`src/rtl/dual_issue_scoreboard.sv`:
```
// dual_issue_scoreboard: per-register countdown scoreboard granting two in-order issue slots, with saturating perf counters
module dual_issue_scoreboard #(
  parameter int NREG     = 32,
  parameter int LOAD_LAT = 2,
  parameter int MAC_LAT  = 3,
  parameter int MAC_PIPE = 1,
  parameter int NUM_MAC  = 2,
  parameter int FWD_EN   = 1,
  parameter int PERF_W   = 32
) (
  input  logic              clk,
  input  logic              reset,
  input  logic              s0_valid,
  input  logic              s1_valid,
  input  logic [4:0]        s0_rs1,
  input  logic [4:0]        s0_rs2,
  input  logic [4:0]        s0_rd,
  input  logic [4:0]        s1_rs1,
  input  logic [4:0]        s1_rs2,
  input  logic [4:0]        s1_rd,
  input  logic              s0_we,
  input  logic              s1_we,
  input  logic              s0_mem,
  input  logic              s1_mem,
  input  logic              s0_load,
  input  logic              s1_load,
  input  logic              s0_mac,
  input  logic              s1_mac,
  input  logic              s0_ctrl,
  input  logic              flush,
  output logic              issue0,
  output logic              issue1,
  output logic              stall,
  output logic [NREG-1:0]   busy_vec,
  output logic [PERF_W-1:0] perf_dual,
  output logic [PERF_W-1:0] perf_single,
  output logic [PERF_W-1:0] perf_stall
);
  logic [2:0] cnt [NREG];
  logic [2:0] mac_cnt;
  logic [2:0] lat0, lat1;
  logic       pair;
  logic       counted;

  function automatic logic src_ok(input logic [4:0] r);
    return r == 5'd0 || cnt[r] == 3'd0 || (FWD_EN != 0 && cnt[r] == 3'd1);
  endfunction

  function automatic logic slot_ok(input logic [4:0] rs1, input logic [4:0] rs2, input logic [4:0] rd,
                                   input logic we, input logic mac, input logic [2:0] lat);
    return src_ok(rs1) && src_ok(rs2) && (!we || rd == 5'd0 || cnt[rd] < lat) &&
           (!mac || MAC_PIPE != 0 || mac_cnt == 3'd0);
  endfunction

  assign lat0 = s0_mac ? 3'(MAC_LAT) : s0_load ? 3'(LOAD_LAT) : 3'd1;
  assign lat1 = s1_mac ? 3'(MAC_LAT) : s1_load ? 3'(LOAD_LAT) : 3'd1;

  // no intra-bundle bypass, so any slot-0 result slot 1 touches splits the bundle
  assign pair = (s0_we && s0_rd != 5'd0 && (s0_rd == s1_rs1 || s0_rd == s1_rs2)) ||
                (s0_we && s1_we && s0_rd != 5'd0 && s0_rd == s1_rd) ||
                (s0_mem && s1_mem) ||
                ((NUM_MAC == 1 || MAC_PIPE == 0) && s0_mac && s1_mac);

  assign issue0  = reset && s0_valid && !flush && slot_ok(s0_rs1, s0_rs2, s0_rd, s0_we, s0_mac, lat0);
  assign issue1  = issue0 && s1_valid && !s0_ctrl && !pair && slot_ok(s1_rs1, s1_rs2, s1_rd, s1_we, s1_mac, lat1);
  assign stall   = reset && s0_valid && !issue0;
  assign counted = s0_valid && !flush;

  for (genvar i = 0; i < NREG; i++) begin : g_reg
    logic set0, set1;
    assign set0 = i != 0 && issue0 && s0_we && s0_rd == 5'(i);
    assign set1 = i != 0 && issue1 && s1_we && s1_rd == 5'(i);
    always_ff @(posedge clk or negedge reset)
      if (!reset) cnt[i] <= '0;
      else if (set0) cnt[i] <= lat0;
      else if (set1) cnt[i] <= lat1;
      else if (cnt[i] != 3'd0) cnt[i] <= cnt[i] - 3'd1;
    assign busy_vec[i] = cnt[i] != 3'd0;
  end

  always_ff @(posedge clk or negedge reset)
    if (!reset) mac_cnt <= '0;
    else if (MAC_PIPE == 0 && ((issue0 && s0_mac) || (issue1 && s1_mac))) mac_cnt <= 3'(MAC_LAT - 1);
    else if (mac_cnt != 3'd0) mac_cnt <= mac_cnt - 3'd1;

  always_ff @(posedge clk or negedge reset)
    if (!reset) begin
      perf_dual   <= '0;
      perf_single <= '0;
      perf_stall  <= '0;
    end else if (counted) begin
      if (issue1 && perf_dual != '1) perf_dual <= perf_dual + 1'b1;
      if (issue0 && !issue1 && perf_single != '1) perf_single <= perf_single + 1'b1;
      if (!issue0 && perf_stall != '1) perf_stall <= perf_stall + 1'b1;
    end
endmodule

```
`config.mk`:
```
export PLATFORM = sky130hd
export DESIGN_NAME = dual_issue_scoreboard
export DESIGN_NICKNAME = d
export VERILOG_FILES = /design/src/rtl/dual_issue_scoreboard.sv
export SDC_FILE = /design/constraint.sdc
export NUM_CORES = 1
export LEC_CHECK = 0
export CAP_MARGIN = 20
export CORE_AREA = 10 10 202 204
export CTS_BUF_LIST = sky130_fd_sc_hd__clkbuf_8
export DETAILED_ROUTE_END_ITERATION = 12
export DIE_AREA = 0 0 212 214
export GPL_TIMING_DRIVEN = 0
export PLACE_DENSITY = 0.62
export SLEW_MARGIN = 20
export SYNTH_ARGS = -nofsm -noshare
export SYNTH_HDL_FRONTEND = slang
export SYNTH_SLANG_ARGS = --single-unit
```
`constraint.sdc`:
```
create_clock -name clk -period 5.45 [get_ports clk]
set_input_delay 1.09 -clock clk [delete_from_list [all_inputs] [get_ports clk]]
set_output_delay 1.09 -clock clk [all_outputs]
set_load 0.03 [all_outputs]
```
* Yosys cells after proc, flatten, opt, wreduce, memory -nomap -nowiden
Cells that the tools add are included.
Storage, ports and cells: bits in registers 192, bits in latches 0, memory bits (writable) 0, bits in read-only memories 0, output and inout bits 131, logic and storage cells 457, memories kept 0
Cells by class: add/subtract/negate cells 35, $mul 0, div/mod/pow operators 0, $lt $le $gt $ge 8, equality and inequality tests 72, shift operators 0, mux-type cells 115, bitwise gates (word level) 6, reduce and logical (&&, ||, !) cells 186
Operator list (number):
- 3-bit two-way mux | 105
- 3-bit nonzero test | 63
- 5-bit equality test (second input constant) | 32
- 32-bit by 1-bit adder with 32-bit output (second input constant) | 3
- 32-bit != test (second input constant) | 3
- 3-bit by 1-bit subtractor with 3-bit output (second input constant) | 32
- 3-bit binary-select mux with 5-bit select | 6
- 1-bit logical AND | 87
- 5-bit by 4-bit equality test with 1-bit output (second input constant) | 16
- 5-bit by 3-bit equality test with 1-bit output (second input constant) | 8
- 6-bit greater-or-equal comparator (second input constant) | 6
- 5-bit NOT with 6-bit output | 6
- 5-bit zero test | 6
- 5-bit by 2-bit equality test with 1-bit output (second input constant) | 4
- 5-bit equality test | 3
- 1-bit logical OR | 15
- 3-bit by 1-bit equality test with 1-bit output (second input constant) | 4
- 3-bit zero test | 4
- 5-bit by 1-bit equality test with 1-bit output (second input constant) | 2
- 2-bit two-way mux | 4
- 1-bit zero test | 7
- 3-bit by 2-bit < comparator with 1-bit output | 2
- 2-bit AND reduction | 3
- 5-bit nonzero test | 1

* Logic depth before layout (Yosys ltp)
depth in word-level cells 18, mapped depth 18, gate-level depth less buffers 12

* Worst setup path after synthesis
Ideal clock, no wire load.
path type input -> output, start input port s0_rd[0], end output port issue1, arrival 4.849 ns, path slack -0.489 ns, stages on the path 16, buffers on the path 7, path through buf_2 > buf_6 > buf_2 > buf_1 > mux4_2 > mux4_2 > nand2_1 > nand2_1 > ha_1 > a221oi_1 > nor2_1 > nor3_2 > buf_4 > buf_4 > buf_2 > and2_1
On the way: longest elaborated chain between the ends 12, elaborated cells between the ends (all ways) 26
Ends and longest elaborated chain:
- start, declared | RTL line 17 | input logic [4:0] s0_rd,
- 5-bit NOT with 6-bit output (not written as such) | RTL line 51 | return src_ok(rs1) && src_ok(rs2) && (!we || rd == 5'd0 || cnt[rd] < lat) &&
- 3-bit binary-select mux with 5-bit select | RTL line 51
- 3-bit two-way mux (not written as such) (2 in a row) | RTL line 51
- 3-bit by 2-bit < comparator with 1-bit output | RTL line 51
- 1-bit logical OR * | RTL line 51
- 1-bit logical AND * | RTL line 51
- 1-bit logical AND * | RTL line 64 | assign issue0 = reset && s0_valid && !flush && slot_ok(s0_rs1, s0_rs2, s0_rd, s0_we, s0_mac, lat0);
- named net issue0 | RTL line 31 | output logic issue0,
- 1-bit logical AND * (4 in a row) | RTL line 65 | assign issue1 = issue0 && s1_valid && !s0_ctrl && !pair && slot_ok(s1_rs1, s1_rs2, s1_rd, s1_we, s1_mac, lat1) ...
- end, declared | RTL line 32 | output logic issue1,
The timed path passes the listed nets; every way through them passes the cells marked *. The select of a mux whose other input is x is not followed.

* Worst setup path in the final report
start input port s1_rd[3], end output port issue1
On the way: longest elaborated chain between the ends 8, elaborated cells between the ends (all ways) 16
Ends and longest elaborated chain:
- start, declared | RTL line 20 | input logic [4:0] s1_rd,
- 5-bit NOT with 6-bit output (not written as such) | RTL line 51
- 3-bit binary-select mux with 5-bit select | RTL line 51
- 3-bit two-way mux (not written as such) (2 in a row) | RTL line 51
- 3-bit by 2-bit < comparator with 1-bit output | RTL line 51
- 1-bit logical OR | RTL line 51
- 1-bit logical AND | RTL line 51
- 1-bit logical AND * | RTL line 65
Mark *: on every way between the ends. The rest lies on a longest branch, timed or not. The select of a mux whose other input is x is not followed.

==> out/metrics.yaml <==
outcome: "finished, final reports clean"
drive_above_1_share_pct: 12.6
grt_pass1_wl_um: 83500
final_cell_area_um2: 17800
start_util_pct: 40.2
portBuffers: 159
worstSkewPairLatency_ps: 520
syn_nets: 1674
core_area_um2: 37000
cts_buffers: 17
grt_pass1_vias: 13400
synth_area_leader_cell: "dfrtp_1"
final-hold-violation-count: 0
route.vias.total: 13500
grt_overflow: 0
power_density_nw_per_um2: 416
n_fill_cell: 3483
cts_root_buffer: "clkbuf_8"
leakage_nw: 7.83
path_class: "in2out"
wire_per_inst_um: 24.7
antenna_cells: 0
drt_iter0_markers: 1253
areaGrowthSynthToFinish_pct: 19.8
antenna_found_initial: 0
worstMarginPinSlew_ps: 973
wl_um: 55400
rows: 71
grt_max_degree: 91
critical_path.cell_chain: "clkdlybuf4s50_1 -> clkinv_2 -> mux4_2 -> mux2_2 -> ha_1 -> o311ai_1 -> a41oi_1 -> o21ai_2 -> nand3b_1 -> nor2_4 -> and2_4 -> buf_4"
synth_cells: 1561
fmax_mhz: 185
worstPathArrival_ps: 4310
slew_headroom_pct: 35.1
cts.sinks: 192
die_area_um2: 45400
final_core_util_pct: 48.1
drc_errors: 0
synth.distinct_cells: 77
firstDrtPassIters: 8
fp.dieW_um: 212
slew_violations: 0
fin_crit_ps: 5400
dpl_cell_area_um2: 17100
vias_per_cell: 6.04
hpwl_um: 42100
synthFlopType: "dfrtp_1"
end_kind: "primary output"
reg2reg_slack_ps: 900
fin_nets: 1864
cts_tree: "yes"
h-tree-depth: 4
synth_most_common_cell: "dfrtp_1"
synth-seq-cells: 192
synth_edf_count: 0
fin_setup_tns_ps: 0
finalSetupViolations: 0
place_ws_ps: -2050
hold_class: "in2async"
worst_clock_skew_ps: 33.1
grtUsageTotal_pct: 24.0
cp_slowest_stage_delay_ps: 650
die_h_um: 214
ys_seq_area_share_pct: 32.3
cp-start-kind: "input pin"
hold_ws_ps: 388
cts.clk_slew.worst_paths_ps: 110
cp_data_required_time_ps: 4360
finalCritPeriodShare_pct: 99.0
crit_path_max_fanout: 6
critical-path-slowest-cell: "clkdlybuf4s50_1"
synth.avg_cell_area_um2: 9.53
cts_buffer_depth: 2
synthTopCellsByCount: "dfrtp_1, nor2_1, xnor2_1"
rsz0062_at_grt: "false"
io-pin-count: 175
ant_nets: 0
yosysTopAreaCellShare_pct: 32.3
peakVddDrop_v: 0.000207
synth_area_um2: 14900
gp_congestion: 1.03
yosys_warnings: 0
synth.area.top_cells: "dfrtp_1, mux4_2, mux2i_1"
fin_ws_ps: 54.1
maxCapViolCount: 0
async_reset_ff_share_pct: 100
==> critical path: cells and delay by family <==
kind / cells / cell delay (ps)
AND/OR/NAND/NOR: 3 / 490
multiplexers: 2 / 830
buffers and inverters: 3 / 1090
AO/OA/AOI/OAI: 3 / 510
adder cells (fa/ha/maj): 1 / 270
==> layout make-up <==
class / count / area (um2) / area share, %
multi-input combinational: 1187 / 9350 / 52.5
sequential: 192 / 4800 / 27.0
timing repair buffer: 179 / 1840 / 10.3
tap: 474 / 593 / 3.33
buffer: 79 / 474 / 2.66
inverter: 95 / 358 / 2.01
clock buffer: 19 / 262 / 1.47
clock inverter: 13 / 141 / 0.793
==> report_power, final <==
group          total [W]  switching [W]  internal, W
Sequential       0.00252       0.000684      0.00183
Clock            0.00102       0.000615     0.000402
Combinational    0.00387        0.00201      0.00186
==> cells in the final DEF (no fill, tap or decap), types with 23 or more instances in the layout <==
master / synthesis / layout
mux2_2: 23 / 23
nand4_1: 80 / 80
nor2_1: 148 / 145
a21oi_1: 68 / 67
nand3_1: 55 / 55
mux4_2: 66 / 66
mux2i_1: 99 / 99
dfrtp_1: 192 / 192
clkbuf_1: 39 / 34
inv_1: 93 / 94
nand2b_1: 40 / 40
xnor2_1: 101 / 101
and3_1: 45 / 45
clkdlybuf4s50_1: 0 / 155
ha_1: 69 / 69
nand2_1: 80 / 80
nor3_1: 61 / 61
xor2_1: 39 / 39
==> state kept, by name, indices dropped and copies added (netlist names) <==
register	count
cnt	96
perf_dual	32
perf_single	32
perf_stall	32
==> what timing repair did <==
| item | 4_1_cts | 5_1_grt |
|---|---|---|
| gates resized for setup | 50 | 4 |
| gates cloned | 1 | 0 |
| pin swaps | 3 | 2 |
| hold buffers | 0 | 0 |
| endpoints found under the setup margin | 140 | 3 |
| buffers inserted | 17 | 0 |
==> layer usage <==
layer | vias to the layer above | routed length [um] | global-route usage (%)
met2 | 687 | 24700 | 36.4
met3 | 126 | 5560 | 6.09
met4 | 0 | 2220 | 9.64
met1 | 6669 | 22900 | 31.9
li1 | 6038 | - | -
met5 | - | 0 | 0
==> worst paths after layout <==
path | start | to | depth (start not counted)
max in group asynchronous | reset | cnt[89]$_DFFE_PN0P_ | 3
worst min-delay path | reset | perf_dual[14]$_DFFE_PN0P_ | 1
worst max register to register | cnt[79]$_DFFE_PN0P_ | cnt[9]$_DFFE_PN0P_ | 14
worst max-delay path | s1_rd[3] | issue1 | 12
min in group clk | perf_stall[19]$_DFFE_PN0P_ | perf_stall[19]$_DFFE_PN0P_ | 1
worst min register to register | perf_stall[19]$_DFFE_PN0P_ | perf_stall[19]$_DFFE_PN0P_ | 1
==> kinds of logic (layout without fill, tap and decap cells) <==
group / Yosys count / count (layout) / synth area share (%)
multiplexers: 189 / 189 / 18.5
AND/OR/NAND/NOR: 626 / 626 / 22.7
XOR/XNOR: 140 / 140 / 8.24
flip-flops: 192 / 192 / 32.3
AO/OA/AOI/OAI: 163 / 163 / 7.29
buffers and inverters: 182 / 385 / 5.21
adder cells (fa/ha/maj): 69 / 69 / 5.80
==> through the flow <==
stage / std cells / power [W]
2_1_floorplan: 1561 / 0.00504
3_3_place_gp: 2194 / 0.00619
3_5_place_dp: 2196 / 0.00631
4_1_cts: 2240 / 0.00739
5_1_grt: 2238 / 0.00791
6_report: 2238 / 0.00741
(Power assumes the default switching activity.)
